[src/rtl/serial_cmd_pkg.sv]
// serial_cmd_pkg: shared definitions for the serial command sequencer.
// Holds the command opcodes, the fixed response words and the FSM state
// encoding used by serial_cmd_ctrl and serial_tx_seq.
package serial_cmd_pkg;

  localparam logic [7:0] CMD_ADDR     = 8'h01;
  localparam logic [7:0] CMD_LOAD     = 8'h02;
  localparam logic [7:0] CMD_WRITE    = 8'h03;
  localparam logic [7:0] CMD_READ     = 8'h04;
  localparam logic [7:0] CMD_READ_REQ = 8'h05;
  localparam logic [7:0] CMD_COUNT    = 8'h06;
  localparam logic [7:0] CMD_CONST    = 8'h07;

  localparam logic [31:0] RESP_CONST   = 32'h0101_0101;
  localparam logic [31:0] RESP_BAD     = 32'hFFFF_FFFF;
  localparam logic [31:0] RESP_TIMEOUT = 32'hDEAD_BEEF;

  typedef enum logic [2:0] {
    RX       = 3'd0,
    EXEC     = 3'd1,
    MEM_WAIT = 3'd2,
    TX_LOAD  = 3'd3,
    TX_BUSY  = 3'd4,
    TX_DONE  = 3'd5
  } state_t;

endpackage

[src/rtl/serial_tx_seq.sv]
// serial_tx_seq: sends a 32-bit response word as exactly four bytes, MSB
// first, through a uart_tx-style start/ready handshake.
// Ports:
//   clk, rst_n       clock, async active-low reset
//   load, word       one-cycle pulse capturing the word to send
//   tx_ready         transmitter idle
//   tx_data          byte currently offered to the transmitter
//   tx_start         one-cycle start strobe, only ever raised with tx_ready=1
//   done             one-cycle pulse as the fourth byte is accepted
//
// state   | meaning
// RX      | idle, nothing to send
// TX_LOAD | waiting for tx_ready, then strobe the current byte
// TX_BUSY | waiting for tx_ready to drop (start latency of the transmitter)
// TX_DONE | waiting for tx_ready to return, then advance to the next byte
module serial_tx_seq
  import serial_cmd_pkg::*;
(
  input  logic        clk,
  input  logic        rst_n,
  input  logic        load,
  input  logic [31:0] word,
  input  logic        tx_ready,
  output logic [7:0]  tx_data,
  output logic        tx_start,
  output logic        done
);

  state_t      st, st_nxt;
  logic [31:0] shift;
  logic [1:0]  idx;

  always_ff @(posedge clk or negedge rst_n) begin
    if (!rst_n) begin
      st    <= RX;
      shift <= 32'h0;
      idx   <= 2'd0;
    end else begin
      st <= st_nxt;
      if (load) begin
        shift <= word;
        idx   <= 2'd0;
      end else if (st == TX_DONE && tx_ready) begin
        shift <= {shift[23:0], 8'h00};
        idx   <= idx + 2'd1;
      end
    end
  end

  always_comb begin
    st_nxt   = st;
    tx_start = 1'b0;
    done     = 1'b0;
    case (st)
      RX:      if (load) st_nxt = TX_LOAD;
      TX_LOAD: if (tx_ready) begin
                 tx_start = 1'b1;
                 st_nxt   = TX_BUSY;
               end
      TX_BUSY: if (!tx_ready) st_nxt = TX_DONE;
      TX_DONE: if (tx_ready) begin
                 if (idx == 2'd3) begin
                   done   = 1'b1;
                   st_nxt = RX;
                 end else begin
                   st_nxt = TX_LOAD;
                 end
               end
      default: st_nxt = RX;
    endcase
  end

  assign tx_data = shift[31:24];

endmodule

[src/rtl/serial_cmd_ctrl.sv]
// serial_cmd_ctrl: assembles 5-byte command frames from the UART receiver,
// executes them against the SRAM request interface or internal registers,
// and returns a 4-byte response through serial_tx_seq.
// Ports:
//   clk, rstn                       clock, async active-low reset
//   rx_data, rx_rcv                 received byte and its one-cycle strobe
//   tx_data, tx_start, tx_ready     transmitter handshake
//   mem_addr, mem_wdata             SRAM address / write data registers
//   mem_wr_req, mem_rd_req          one-cycle SRAM requests
//   mem_rdata, mem_done             SRAM read data and completion pulse
//   busy                            high whenever a frame is being handled
//   err_overrun                     sticky: a byte arrived outside RX
//
// state    | meaning
// RX       | collecting frame bytes
// EXEC     | one cycle: decode cmd, update registers, issue memory request
// MEM_WAIT | waiting for mem_done or the memory timeout
// TX_LOAD  | response handed to serial_tx_seq, waiting for its done pulse
module serial_cmd_ctrl
  import serial_cmd_pkg::*;
#(
  parameter int          RX_TIMEOUT  = 100000,
  parameter int          MEM_TIMEOUT = 1024,
  parameter logic [31:0] COUNT_INIT  = 32'h0
) (
  input  logic        clk,
  input  logic        rstn,
  input  logic [7:0]  rx_data,
  input  logic        rx_rcv,
  output logic [7:0]  tx_data,
  output logic        tx_start,
  input  logic        tx_ready,
  output logic [31:0] mem_addr,
  output logic [31:0] mem_wdata,
  output logic        mem_wr_req,
  output logic        mem_rd_req,
  input  logic [31:0] mem_rdata,
  input  logic        mem_done,
  output logic        busy,
  output logic        err_overrun
);

  localparam logic [31:0] RX_TMR_LOAD  = 32'(RX_TIMEOUT - 1);
  localparam logic [31:0] MEM_TMR_LOAD = 32'(MEM_TIMEOUT - 1);

  state_t      state, state_nxt;
  logic [39:0] frame;
  logic [2:0]  rx_idx;
  logic [31:0] rx_tmr;
  logic [31:0] mem_tmr;
  logic [31:0] rd_latch;
  logic [31:0] count;
  logic        tx_load;
  logic [31:0] resp_word;
  logic        tx_done;
  logic [7:0]  cmd;
  logic [31:0] d;

  assign cmd  = frame[39:32];
  assign d    = frame[31:0];
  assign busy = (state != RX);

  always_ff @(posedge clk or negedge rstn) begin
    if (!rstn) begin
      state       <= RX;
      frame       <= 40'h0;
      rx_idx      <= 3'd0;
      rx_tmr      <= 32'h0;
      mem_tmr     <= 32'h0;
      rd_latch    <= 32'h0;
      count       <= COUNT_INIT;
      mem_addr    <= 32'h0;
      mem_wdata   <= 32'h0;
      err_overrun <= 1'b0;
    end else begin
      state <= state_nxt;
      if (rx_rcv && state != RX) err_overrun <= 1'b1;

      if (state == RX) begin
        if (rx_rcv) begin
          frame  <= {frame[31:0], rx_data};
          rx_idx <= (rx_idx == 3'd4) ? 3'd0 : rx_idx + 3'd1;
          rx_tmr <= RX_TMR_LOAD;
        end else if (rx_idx != 3'd0) begin
          // Partial frame: silently discard once the line has been idle too long.
          if (rx_tmr == 32'h0) rx_idx <= 3'd0;
          else                 rx_tmr <= rx_tmr - 32'h1;
        end
      end

      if (state == EXEC) begin
        mem_tmr <= MEM_TMR_LOAD;
        case (cmd)
          CMD_ADDR:  mem_addr  <= d;
          CMD_LOAD:  mem_wdata <= d;
          CMD_COUNT: count     <= count + 32'h1;
          default:   ;
        endcase
      end

      if (state == MEM_WAIT) begin
        if (mem_done) begin
          if (cmd == CMD_READ_REQ) rd_latch <= mem_rdata;
        end else if (mem_tmr != 32'h0) begin
          mem_tmr <= mem_tmr - 32'h1;
        end
      end
    end
  end

  always_comb begin
    state_nxt  = state;
    tx_load    = 1'b0;
    resp_word  = 32'h0;
    mem_wr_req = 1'b0;
    mem_rd_req = 1'b0;
    case (state)
      RX: if (rx_rcv && rx_idx == 3'd4) state_nxt = EXEC;
      EXEC: begin
        case (cmd)
          CMD_WRITE: begin
            mem_wr_req = 1'b1;
            state_nxt  = MEM_WAIT;
          end
          CMD_READ_REQ: begin
            mem_rd_req = 1'b1;
            state_nxt  = MEM_WAIT;
          end
          default: begin
            tx_load   = 1'b1;
            state_nxt = TX_LOAD;
            case (cmd)
              CMD_ADDR, CMD_LOAD: resp_word = d;
              CMD_READ:           resp_word = rd_latch;
              CMD_COUNT:          resp_word = count;
              CMD_CONST:          resp_word = RESP_CONST;
              default:            resp_word = RESP_BAD;
            endcase
          end
        endcase
      end
      MEM_WAIT: begin
        // A completion coinciding with terminal count wins over the timeout.
        if (mem_done) begin
          tx_load   = 1'b1;
          resp_word = {24'h0, cmd};
          state_nxt = TX_LOAD;
        end else if (mem_tmr == 32'h0) begin
          tx_load   = 1'b1;
          resp_word = RESP_TIMEOUT;
          state_nxt = TX_LOAD;
        end
      end
      TX_LOAD: if (tx_done) state_nxt = RX;
      default: state_nxt = RX;
    endcase
  end

  serial_tx_seq u_tx_seq (
    .clk      (clk),
    .rst_n    (rstn),
    .load     (tx_load),
    .word     (resp_word),
    .tx_ready (tx_ready),
    .tx_data  (tx_data),
    .tx_start (tx_start),
    .done     (tx_done)
  );

endmodule

[config.mk]
export PLATFORM = sky130hd
export DESIGN_NAME = serial_cmd_ctrl
export DESIGN_NICKNAME = d
export VERILOG_FILES = /design/src/rtl/serial_cmd_pkg.sv /design/src/rtl/serial_tx_seq.sv /design/src/rtl/serial_cmd_ctrl.sv
export SDC_FILE = /design/constraint.sdc
export NUM_CORES = 1
export LEC_CHECK = 0
export CAP_MARGIN = 20
export CORE_UTILIZATION = 58
export DETAILED_ROUTE_END_ITERATION = 10
export GPL_ROUTABILITY_DRIVEN = 0
export PLACE_DENSITY = 0.79
export SYNTH_ARGS = -nofsm -noshare
export SYNTH_HDL_FRONTEND = slang
export SYNTH_HIERARCHICAL = 1
export SYNTH_SLANG_ARGS = --single-unit
[constraint.sdc]
create_clock -name clk -period 3.05 [get_ports clk]
set_input_delay 0.305 -clock clk [delete_from_list [all_inputs] [get_ports clk]]
set_output_delay 0.305 -clock clk [all_outputs]
set_load 0.005 [all_outputs]
Word level (Yosys, flattened, before mapping). Cells that the tools add are included.

Memories kept: 0. Memory bits (writable): 0. Bits of input ports: 45. ROM bits: 0. Bits in latches: 0. Logic and storage cells: 110. Register bits: 276.

Shift-type cells: 0. Multiplexer cells: 45. Equal/unequal tests: 23. Div/mod/pow operators: 0. Bitwise logic cells: 0. Add/subtract/negate cells: 5. Multiply operators: 0. Reduce and logical (&&, ||, !) cells: 24. Magnitude comparators: 0.

Operator list (count): 2-to-1 mux 32 bit (12); one-hot mux 32 bit (4 select lines) (1); zero test 32 bit (2); one-hot mux 32 bit (2 select lines) (1); subtractor 32 x 1 -> 32 bit, second input constant (2); 2-to-1 mux 3 bit (12); adder 32 x 1 -> 32 bit, second input constant (1); equality test 8 x 3 -> 1 bit, second input constant (4); nonzero test 32 bit (1); one-hot mux 3 bit (4 select lines) (2); equality test 8 x 2 -> 1 bit, second input constant (2); 2-to-1 mux 1 bit (13); inequality test 2 bit, second input constant (6); AND reduction 3 bit (4); equality test 3 x 2 -> 1 bit, second input constant (3); equality test 3 bit, second input constant (3); equality test 8 x 1 -> 1 bit, second input constant (1); AND reduction 2 bit (4); zero test 3 bit (2); 2-to-1 mux 2 bit (3); nonzero test 2 bit (3); nonzero test 3 bit (2); AND reduction 4 bit (1); OR reduction 2 bit (2); other kinds (8) (10).

Longest topological paths before layout.
Word-level depth: 6. Depth in mapped cells: 11.

Modules after synthesis. Netlist, hierarchy kept.

By module, submodules not included: serial_cmd_ctrl (area an instance 11552.3 µm², cells each 1121, times used 1, seq. area each 5955.7 µm²); serial_tx_seq (area an instance 1769.2 µm², cells each 175, times used 1, seq. area each 925.9 µm²).

Least setup slack after synthesis. OpenSTA, ideal clock, no wires.

Path type: register to register. Start point: reg mem_tmr[12]. End point: reg u_tx_seq.shift[24]. Setup slack: 397 ps. Arrival time: 2579 ps. Clock period less this slack: 2653 ps. Stages on the path, launching flop included: 10. Library setup time: 74 ps. Cell sequence: dfrtp_1 or4_1 or3_4 nor3_1 o21bai_1 nand2_1 buf_2 clkbuf_1 nand2_1 o21ai_2.

Longest elaborated chain between the ends: 5.

RTL lines: from (decl) (RTL line serial_cmd_ctrl.sv:50) `logic [31:0] mem_tmr;`; from (signal assigned) (RTL line serial_cmd_ctrl.sv:105) `mem_tmr <= mem_tmr - 32'h1;`; zero test 32 bit (*) (RTL line serial_cmd_ctrl.sv:148) `end else if (mem_tmr == 32'h0) begin`; 2-to-1 mux 1 bit (*) (RTL line serial_cmd_ctrl.sv:148); 2-to-1 mux 1 bit (*) (RTL line serial_cmd_ctrl.sv:144) `if (mem_done) begin`; one-hot mux 1 bit (2 select lines) (*) (RTL line serial_cmd_ctrl.sv:117) `case (state)`; named net tx_load (RTL line serial_cmd_ctrl.sv:53) `logic tx_load;`; 2-to-1 mux 32 bit or nonzero test 2 bit (tied branches); to (signal assigned) (RTL line serial_tx_seq.sv:41) `shift <= word;`; to (signal assigned) (RTL line serial_tx_seq.sv:44) `shift <= {shift[23:0], 8'h00};`; to (decl) (RTL line serial_tx_seq.sv:30) `logic [31:0] shift;`.

The timed path passes the listed nets; every way through them passes the cells marked *. A chain may end at the register's enable or synchronous reset.

Worst setup path in the final report.
Start point: reg frame[37]. End point: out mem_rd_req.

Longest elaborated chain between the ends: 3.

RTL lines: from (decl) (RTL line serial_cmd_ctrl.sv:47) `logic [39:0] frame;`; from (signal assigned) (RTL line serial_cmd_ctrl.sv:81) `frame <= {frame[31:0], rx_data};`; equality test 8 x 3 -> 1 bit (RTL line serial_cmd_ctrl.sv:120) `case (cmd)`; 2-to-1 mux 1 bit (RTL line serial_cmd_ctrl.sv:120); 2-to-1 mux 1 bit (RTL line serial_cmd_ctrl.sv:117); to (decl) (RTL line serial_cmd_ctrl.sv:36) `output logic mem_rd_req,`.

Every way passes these cells.

==> out/results.ini <==
[outcome]
outcome=completed

[yosys]
syn-cell-area_mm2=0.0133
syn-num-nets=1353
yosysTopAreaCellShare_pct=51.7
yosysTopAreaCell=dfrtp_1
yosys-top-cells-count=dfrtp_1, nand2_1, mux2_2
synth_edf_count=0
ys_ff_latch=275
yosysWarnings=6
synthTopCellsByArea=dfrtp_1, mux2_2, nand2_1
avgSynthCellArea_um2=10.3
ys_seq_area_share_pct=51.7
async_flop_share_pct=100
ys.flop_type=dfrtp_1
synth.most_common_cell=dfrtp_1
yosysUniqueCellTypes=73
postSynthCellCount=1296

[route]
drtAntennaViolNets=0
routed_via_density=6.10
drc=0
wirelength_um=33100
drtPass1Iterations=5
vias=10400
wl_per_cell_um=19.3
first_iter_violations=839

[grt]
grt_start_max_net_pins=74
grt.total_usage_pct=28.7
antenna_found_initial=0
gr-total-overflow=0
grt_first_pass_wirelength_um=54100
grt_pass1_vias=10200

[worst_setup_path]
crit_slowest_cell=or4_4
crit_fanout=6
path_class=register to output pin
required_ns=2.74
ff2ff_path_depth=8
r2r-start=frame[37]$_DFFE_PN0P_
crit_buf_inv=1
startpoint_type=register
r2r_end=u_tx_seq/shift[11]$_DFFE_PN0P_
cp-endpoint=mem_rd_req
r2r_setup_slack_ns=0.26
critPathCaptureType=output pin
path_depth=4
crit_start=frame[37]$_DFFE_PN0P_
crit_chain=or4_4, or3_4, nor3_4, clkdlybuf4s50_1
cp.arrival_ns=2.65
critPathTopFamily=simple AND/OR/NAND/NOR gates
cp_slowest_stage_delay_ns=0.57

[cells_and_area]
nNetsFinal=1462
syn_to_final_growth_pct=19.2
final_cells=1712
diodes=0
drive_gt1_share_pct=15.3

[power_and_ir_drop]
p_per_area_mw_per_mm2=829
p_leak_nw=7.32
power_mw=13.2
vdd_ir_drop_max_v=0.000589

[timing]
hold_viol=0
finalClockSkew_ns=0.0253
whs_ns=0.292
clock.fmax_ghz=0.338
setup_violations=0
tns_ns=0
rsz0062_at_grt=false
relSlewSlack_pct=30.1
post-route-period-util_pct=97.0
finalMaxSlewViolations=0
tightest_slew_ns=1.03
fin_crit_ns=2.96

[floorplanning]
fp.dieH_um=154
initial_core_util_pct=59.0
core_region_area_mm2=0.0226
die_x_um=154
rows=55
ios=122
dieArea_mm2=0.0236

[clock_tree]
clock_path_buffers=3
cts.clk_slew.worst_paths_ns=0.07
cts-buffers-inserted=28
clock_sinks=275
cts_root_buf=clkbuf_16
clkLatencyLatePin_ns=0.56
cts_htree_levels=1
tritoncts=done

[placed_design]
port_buffers=121
place_hpwl_um=22600
placed_cells=1657

[worst_hold_path]
hp-class=input port to register

[flow_run]
cap_violations=0

==> power by group <==
| group | total, mW | internal (mW) | switching, mW |
|---|---|---|---|
| registers | 5.46 | 4.56 | 0.902 |
| logic | 4.29 | 2.08 | 2.20 |
| clock network | 3.42 | 1.99 | 1.43 |
==> placed cells by master, fill, tap and decap left out, types with 18 or more instances in the layout <==
cell / n
dfrtp_1: 275
a21oi_1: 29
buf_4: 29
xor2_1: 20
clkdlybuf4s50_1: 120
or4_1: 25
or3_1: 19
nand2_1: 225
nand3_1: 27
and3_1: 33
mux2i_1: 29
nor2_1: 50
o21ai_1: 18
a22oi_1: 28
clkbuf_16: 28
o21ai_0: 71
inv_1: 31
nor3_1: 22
mux2_2: 99
==> layout make-up <==
type / count / area [µm²]
inverters: 31 / 116
flip-flops and latches: 275 / 6880
clock buffers: 42 / 843
well taps: 285 / 357
repair buffers: 160 / 1620
multi-input cells: 909 / 5970
fillers: 1630 / 6690
clock inverters: 10 / 88.8
==> through the flow <==
step,cell area [µm²],util (%),setup slack (ns)
after floorplan,13300,-,0.397
after global placement,14900,66.1,0.387
after detailed placement,14900,66.1,0.346
after CTS,15900,70.3,0.0196
after global routing,15900,70.4,0.0264
final,15900,70.4,0.0906
==> sequential cells by signal, summed over array words and instances, names as in the netlist, 2 cells and up <==
signal          flops
u_tx_seq/idx        2
frame              40
count              32
u_tx_seq/st         3
state               2
mem_wdata          32
mem_addr           32
rd_latch           32
rx_idx              3
rx_tmr             32
mem_tmr            32
u_tx_seq/shift     32
==> layer usage <==
metal / vias to the layer above / global-route usage [%] / share of wire [%]
met4: 0 / 9.00 / 3.0
met3: 64 / 6.40 / 7.5
met5: - / 0 / 0
li1: 4832 / - / -
met1: 5191 / 41.0 / 44
met2: 348 / 43.7 / 46
==> kinds of logic after synthesis <==
| family | synth area share, % |
|---|---|
| AND/OR/NAND/NOR | 18.4 |
| flip-flops | 51.7 |
| AO/OA/AOI/OAI | 11.8 |
| multiplexers | 10.6 |
| buffers and inverters | 3.95 |
| XOR/XNOR | 2.43 |
| adder cells (fa/ha/maj) | 1.13 |
==> worst min-delay path, delay by kind of cell <==
kind                   cells  cell delay [ns]
buffers and inverters      1             0.40
and+or+nand+nor            2             0.11
==> what timing repair did <==
action | 4_1_cts | 5_1_grt
cloned | 0 | 0
setup buffers | 0 | 2
resized for setup | 3 | 0
endpoints found under the setup margin | 2 | 2
pin swaps | 0 | 1
endpoints found under the hold margin | 68 | 0
hold buffers | 1 | 0
==> worst min path at each step <==
stage,to,startpoint,slack (ns),cells after the start
floorplan,count[0]$_DFFE_PN0P_,rstn,0.009,0
global placement,u_tx_seq/shift[18]$_DFFE_PN0P_,rstn,0.32,1
detailed placement,u_tx_seq/shift[23]$_DFFE_PN0P_,rstn,0.32,1
CTS,frame[6]$_DFFE_PN0P_,rx_data[6],0.27,3
global route,frame[6]$_DFFE_PN0P_,rx_data[6],0.31,3
finish,frame[1]$_DFFE_PN0P_,rx_data[1],0.29,3
(Power assumes the default switching activity.)
